File: config.mk
export PLATFORM = sky130hd
export DESIGN_NAME = dmem_arbiter
export DESIGN_NICKNAME = d
export VERILOG_FILES = /design/src/rtl/dsp_pkg.sv /design/src/rtl/dmem_rr_pick.sv /design/src/rtl/dmem_arbiter.sv
export SDC_FILE = /design/constraint.sdc
export NUM_CORES = 1
export LEC_CHECK = 0
export BUFFER_PORTS_ARGS = -buffer_cell sky130_fd_sc_hd__buf_2
export CORE_ASPECT_RATIO = 0.9
export CORE_UTILIZATION = 41
export CTS_CLUSTER_DIAMETER = 60
export DETAILED_ROUTE_END_ITERATION = 12
export HOLD_SLACK_MARGIN = 0.1
export PLACE_DENSITY = 0.85
export SLEW_MARGIN = 0
export SYNTH_ARGS = -nofsm -noshare
export SYNTH_HDL_FRONTEND = slang
export SYNTH_SLANG_ARGS = --single-unit
File: constraint.sdc
create_clock -name clk -period 3.5 [get_ports clk]
set_input_delay 0.7 -clock clk [delete_from_list [all_inputs] [get_ports clk]]
set_output_delay 0.7 -clock clk [all_outputs]
set_load 0.02 [all_outputs]
File: src/rtl/dsp_pkg.sv
// Shared types and defaults for the DSP data-memory path.
// Holds the arbiter state encoding and bus width defaults.
package dsp_pkg;

  typedef enum logic [1:0] {
    IDLE,
    ACCESS,
    DONE
  } state_t;

  localparam int ADDR_W_D = 8;
  localparam int DATA_W_D = 16;

endpackage

File: src/rtl/dmem_rr_pick.sv
// Two-way round-robin picker for the data-memory arbiter.
// The pointer decides only when both ports request.
module dmem_rr_pick (
  input  logic [1:0] i_req,
  input  logic       i_ptr,
  output logic       o_win,
  output logic       o_valid
);

  always_comb begin
    o_valid = |i_req;
    o_win   = i_ptr;
    unique case (i_req)
      2'b01:   o_win = 1'b0;
      2'b10:   o_win = 1'b1;
      default: o_win = i_ptr;
    endcase
  end

endmodule

File: src/rtl/dmem_arbiter.sv
// Round-robin arbiter/sequencer in front of the single-port datamem.
// One ACCESS cycle per grant, registered read data, optional burst lock.
module dmem_arbiter
  import dsp_pkg::*;
#(
  parameter int ADDR_W    = ADDR_W_D,
  parameter int DATA_W    = DATA_W_D,
  parameter int MAX_BURST = 4
) (
  input  logic              clk,
  input  logic              reset,
  input  logic              req0,
  input  logic              req1,
  input  logic              we0,
  input  logic              we1,
  input  logic              lock0,
  input  logic              lock1,
  input  logic [ADDR_W-1:0] addr0,
  input  logic [ADDR_W-1:0] addr1,
  input  logic [DATA_W-1:0] wdata0,
  input  logic [DATA_W-1:0] wdata1,
  output logic              ack0,
  output logic              ack1,
  output logic [DATA_W-1:0] rdata,
  output logic              mem_en,
  output logic [ADDR_W-1:0] mem_addr,
  output logic [DATA_W-1:0] mem_in,
  input  logic [DATA_W-1:0] mem_out
);

  localparam int CW =
    (MAX_BURST > 1) ? $clog2(MAX_BURST) : 1;
  localparam logic [CW-1:0] BLAST =
    CW'(MAX_BURST - 1);

  state_t            r_state;
  state_t            w_next;
  logic              r_owner;
  logic              w_owner_n;
  logic              r_rr_ptr;
  logic [CW-1:0]     r_burst_cnt;
  logic [CW-1:0]     w_cnt_n;
  logic [DATA_W-1:0] r_rdata;

  logic [1:0] w_req;
  logic [1:0] w_freq;
  logic       w_lock_own;
  logic       w_keep;
  logic       w_ptr;
  logic       w_win;
  logic       w_valid;

  assign w_req      = {req1, req0};
  assign w_lock_own = r_owner ? lock1 : lock0;

  // Locked owner keeps the port only until the burst budget runs out.
  assign w_keep = (r_state == DONE)
                & w_req[r_owner]
                & w_lock_own
                & (r_burst_cnt < BLAST);

  always_comb begin
    w_freq = w_req;
    if (r_state == DONE)
      w_freq[r_owner] = w_keep;
  end

  assign w_ptr = w_keep ? r_owner : r_rr_ptr;

  dmem_rr_pick u_pick (
    .i_req   (w_freq),
    .i_ptr   (w_ptr),
    .o_win   (w_win),
    .o_valid (w_valid)
  );

  always_comb begin
    w_next    = r_state;
    w_owner_n = r_owner;
    w_cnt_n   = r_burst_cnt;
    unique case (r_state)
      IDLE: begin
        if (w_valid) begin
          w_next    = ACCESS;
          w_owner_n = w_win;
          w_cnt_n   = '0;
        end
      end
      ACCESS: w_next = DONE;
      DONE: begin
        if (w_valid) begin
          w_next    = ACCESS;
          w_owner_n = w_win;
          w_cnt_n   = w_keep
                    ? r_burst_cnt + CW'(1)
                    : '0;
        end else begin
          w_next = IDLE;
        end
      end
      default: w_next = IDLE;
    endcase
  end

  always_ff @(posedge clk) begin
    if (reset) begin
      r_state     <= IDLE;
      r_owner     <= 1'b0;
      r_rr_ptr    <= 1'b0;
      r_burst_cnt <= '0;
      r_rdata     <= '0;
    end else begin
      r_state     <= w_next;
      r_owner     <= w_owner_n;
      r_burst_cnt <= w_cnt_n;
      if (r_state == ACCESS) begin
        r_rdata  <= mem_out;
        r_rr_ptr <= ~r_owner;
      end
    end
  end

  always_comb begin
    mem_en   = 1'b0;
    mem_addr = '0;
    mem_in   = '0;
    if (r_state == ACCESS) begin
      mem_en   = (r_owner ? we1 : we0) & ~reset;
      mem_addr = r_owner ? addr1 : addr0;
      mem_in   = r_owner ? wdata1 : wdata0;
    end
  end

  assign ack0  = (r_state == DONE) & ~r_owner;
  assign ack1  = (r_state == DONE) &  r_owner;
  assign rdata = r_rdata;

endmodule

## Word level (Yosys, flattened, before mapping)

Cells that the tools add are included.

- Register bits: 22
- Bits in latches: 0
- Memory bits (writable): 0
- ROM bits: 0
- Input bits: 72
- Logic and storage cells: 53
- Memories kept: 0

- Add/sub/neg operators: 1
- Multiply operators: 0
- Divide/modulo/power cells: 0
- Order comparisons: 3
- Equality and inequality tests: 7
- Shift operators: 0
- Mux-type cells: 22
- Bitwise gates (word level): 8
- Reductions and logical operators: 7

Operators with widths:

| cell | number |
|---|---|
| two-way mux 16 bit | 2 |
| two-way mux 8 bit | 2 |
| two-way mux 2 bit | 5 |
| two-way mux 1 bit | 8 |
| AND 1 bit | 6 |
| one-hot mux 2 bit (3 select lines) | 1 |
| AND reduction 3 bit | 2 |
| == test 2 x 1 -> 1 bit, second input constant | 2 |
| == test 2 bit, second input constant | 2 |
| inequality test 2 x 1 -> 1 bit, second input constant | 2 |
| one-hot mux 2 bit (2 select lines) | 1 |
| OR reduction 2 bit | 2 |
| inequality test 3 x 1 -> 1 bit, second input constant | 1 |
| adder 2 x 1 -> 2 bit, second input constant | 1 |
| bitwise mux 2 bit | 1 |
| logical NOT 2 bit | 1 |
| less-than comparator 1 x 2 -> 1 bit, second input constant | 1 |
| less-than comparator 2 bit, second input constant | 1 |
| inverter 1 bit | 2 |
| one-hot mux 1 bit (2 select lines) | 1 |
| nonzero test 2 bit | 1 |
| demux 1 bit (select 1 bit) | 1 |
| greater-or-equal comparator 1 bit, second input constant | 1 |
| logical AND 1 bit | 1 |

## Depth between registers and ports, before layout

- Depth after elaboration: 10
- Gate-level depth with buffers: 9

## Modules after synthesis

Synthesis repeated with hierarchy kept, for this count alone.

- Cells, all modules: 171
- Area total of the unflattened synthesis: 1423.9 um^2

By module, submodules not included:

| module | times used | cells each | area each (um^2) | seq. area each (um^2) |
|---|---|---|---|---|
| dmem_arbiter | 1 | 165 | 1372.6 | 440.4 |
| dmem_rr_pick | 1 | 6 | 51.3 | 0.0 |

## Worst setup path before layout

OpenSTA, ideal clock, no wires.

- Kind: input-to-reg
- Start point: input lock1
- End point: register r_owner
- Setup time: 0.091 ns
- Arrival: 1.942 ns
- Data required time: 3.409 ns
- Setup slack: 1.467 ns
- Stages on the path: 8
- Path buffers: 0
- Cells stage by stage: nand2_1 -> a21oi_2 -> mux2i_1 -> ha_1 -> mux2i_1 -> o31ai_1 -> a41oi_1 -> a311oi_1

- Cells in the longest elaborated chain, start to end: 8

RTL lines:

| item | line | text |
|---|---|---|
| from (decl) | dmem_arbiter.sv:17 | `input logic lock1,` |
| two-way mux 1 bit * | dmem_arbiter.sv:54 | `assign w_lock_own = r_owner ? lock1 : lock0;` |
| AND 1 bit * | dmem_arbiter.sv:59 | `& w_lock_own` |
| AND 1 bit * | dmem_arbiter.sv:60 | `& (r_burst_cnt < BLAST);` |
| bitwise mux 2 bit | dmem_arbiter.sv:65 | `w_freq[r_owner] = w_keep;` |
| two-way mux 2 bit | dmem_arbiter.sv:64 | `if (r_state == DONE)` |
| == test 2 x 1 -> 1 bit / == test 2 bit (equally long branches) | dmem_rr_pick.sv:13 | `unique case (i_req)` |
| inequality test 3 x 1 -> 1 bit (no source line) | - |  |
| AND reduction 3 bit (no source line) | - |  |
| to (signal assigned) | dmem_arbiter.sv:114 | `r_owner <= w_owner_n;` |
| to (decl) | dmem_arbiter.sv:38 | `logic r_owner;` |

Mark *: on every way between the ends. The rest lies on a longest branch, timed or not.
A chain may end at the register's enable or synchronous reset.

## Worst setup path in the final report

- Start point: register r_state[0]
- End point: output mem_en

- Cells in the longest elaborated chain, start to end: 2

RTL lines:

| item | line | text |
|---|---|---|
| from (decl) | dmem_arbiter.sv:36 | `state_t r_state;` |
| from (signal assigned) | dmem_arbiter.sv:113 | `r_state <= w_next;` |
| == test 2 x 1 -> 1 bit | dmem_arbiter.sv:127 | `if (r_state == ACCESS) begin` |
| two-way mux 1 bit | dmem_arbiter.sv:127 |  |
| to (decl) | dmem_arbiter.sv:25 | `output logic mem_en,` |

No other way between the ends.

==> impl_metrics.toml <==
[status]
status = "completed"

[global_routing]
grtUsageTotal_pct = 19.13
grt_use_met1_pct = 22.37
grt_overflow = 0
grt_pass1_wl_mm = 5.623
antenna_found_initial = 0
grt_pass1_vias = 1342
use_met2_pct = 36.65
grt_util_met3_pct = 3.252
grt_max_degree = 33
grt-busiest-layer = "met2"

[die]
rows = 19
die_h_um = 56.77
start_util_pct = 43.87
ios = 115
die_w_um = 62.85
dieArea_um2 = 3568
core_um2 = 3114

[synth]
ys_warn_count = 0
synthesis.area_um2 = 1366
synth-seq-area-share_pct = 32.23
synth_area_per_cell_um2 = 7.944
ys_seq_elements = 22
syn_inst = 172
synth_cell_types = 26
synth.net_count = 248

[place]
dp_hpwl_mm = 2.730
place_congestion = 0.7460
io_buffers = 114

[setup_path]
required_ns = 2.80
crit_type = "reg2out"
crit_slowest_cell = "nand2b_1"
cp_cell_sequence = "nand2b_1, nor3_1, buf_2"
worstPathArrival_ns = 1.90
worstPathBufferInverterCount = 1
cpLargestDelayFamily = "simple AND/OR/NAND/NOR gates"
end_kind = "primary output"
critPathLaunchType = "flop"
critical_path.max_stage_delay_ns = 0.63
cp_max_fo = 32

[cts]
cts_resized = 0
clkTransAtPathRegs_ns = 0.08
cts_buffer_depth = 2
cts_htree_levels = 1
clock_latency_ns = 0.26
cts_sinks = 22
holdBufCountCts = 0
cts_tree = "done"
post_cts_buffers = 0
cts_buffers = 3
ctsRootBufferMaster = "clkbuf_8"

[routing]
route.detailed.wl_per_inst_um = 10.87
first_pass_iters = 4
wirelength_mm = 3.489
drt_iter0_markers = 81
vias = 1504
remaining_drc_errors = 0
ant_nets = 0
routed_via_density = 4.685

[pwr]
total_power_mw = 0.6615
power_density_nw_per_um2 = 334.4
leakage_nw = 0.9960
ir_worst_vdd_v = 0.0002495

[sta]
setup_viol = 0
setup_tns_ns = 0
period_share_pct = 74.37
max_clock_freq_ghz = 0.3842
max-slew-margin-rel_pct = 25.24
clock_skew_ns = 0.004636
rsz0062_at_grt = "no"
tightest_slew_ns = 1.121
hold_viol = 0
slew_viol_final = 0
min_period_ns = 2.603

[cells_and_area]
multiInputGateArea_um2 = 832.0
syn_to_final_growth_pct = 44.78
final_nets = 356
drive_gt1_share_pct = 47.67
layout_common_cells = "buf_2, nand2_1, nor2_1"
antenna_cells = 0
final_common_cell = "buf_2"
seq_area_um2 = 441.7
fillers = 307

[job]
maxCapViolCount = 0

[worst_hold_path]
hp-class = "reg2reg"
==> flip-flops by register name (all words and copies together), names as in the netlist <==
name	cells
r_state	2
r_rr_ptr	1
r_owner	1
r_burst_cnt	2
rdata	16
==> through the flow <==
stage	worst slack [ns]	util, %	hold slack, ns	cell area [um2]	instances
2_1_floorplan	1.467	-	0.4574	1366	172
3_3_place_gp	1.176	61.75	0.4382	1923	317
3_5_place_dp	1.152	61.75	0.4456	1923	317
4_1_cts	0.8583	63.52	0.4562	1978	321
5_1_grt	0.7018	63.52	0.4756	1978	321
6_report	0.8971	63.52	0.4539	1978	321
==> where the power goes <==
group | internal [mW] | switching, mW
registers | 0.265 | 0.0153
clock network | 0.100 | 0.0768
logic | 0.0895 | 0.115
==> area by class of cell <==
type	count	share of cell area, %
multi-input combinational	134	42.06
timing repair buffer	116	29.60
clock buffer	4	2.783
tap	42	2.657
sequential	22	22.33
inverter	3	0.5693
==> cell usage after synthesis, drive strengths merged <==
library cell	count	area, um2
nand2	36	135.1
nor2	29	108.9
mux2i	27	270.3
dfxtp	22	440.4
a21oi	20	141.4
buf	12	78.82
ha	4	50.05
inv	3	11.26
nor3	3	15.01
o21ai	3	15.01
nand2b	2	20.02
nor2b	2	12.51
a211oi	1	7.510
a311oi	1	8.760
a41oi	1	8.760
and2b	1	7.510
clkbuf	1	3.750
nor4	1	6.260
nor4b	1	8.760
o31a	1	8.760
o31ai	1	7.510
==> routing by layer <==
layer | up-vias | share of wire [%]
met2 | 33 | 55
met5 | - | 0
met1 | 682 | 42
li1 | 787 | -
met4 | 0 | 0.60
met3 | 2 | 2.9
==> worst register-to-register path, delay by kind of cell (launching register included) <==
family	cells	cell delay, ns
DFF	1	0.69
AOI/OAI and AO/OA	3	0.57
muxes	2	0.39
adders and majority gates	1	0.29
and+or+nand+nor	1	0.18
==> path summary, 6_finish.rpt <==
| path | endpoint | from | slack [ns] | depth (start not counted) |
|---|---|---|---|---|
| setup / recovery | mem_en | r_state[0]$_SDFFE_PP0P_ | 0.90 | 3 |
| hold / removal | rdata[2]$_SDFFE_PP0P_ | rdata[2]$_SDFFE_PP0P_ | 0.45 | 2 |
| setup reg to reg | r_owner$_SDFFE_PP0P_ | r_owner$_SDFFE_PP0P_ | 1.28 | 7 |
| hold reg to reg | rdata[2]$_SDFFE_PP0P_ | rdata[2]$_SDFFE_PP0P_ | 0.45 | 2 |
==> cells by family (layout without fill, tap and decap cells) <==
| family | Yosys count | after routing | share of synthesized area, % |
|---|---|---|---|
| AOI/OAI and AO/OA | 28 | 28 | 14.47 |
| adders and majority gates | 4 | 4 | 3.663 |
| and+or+nand+nor | 75 | 75 | 22.99 |
| muxes | 27 | 27 | 19.78 |
| buffers and inverters | 16 | 123 | 6.867 |
| DFF | 22 | 22 | 32.23 |
No activity file was read; power rests on OpenSTA's default activity.
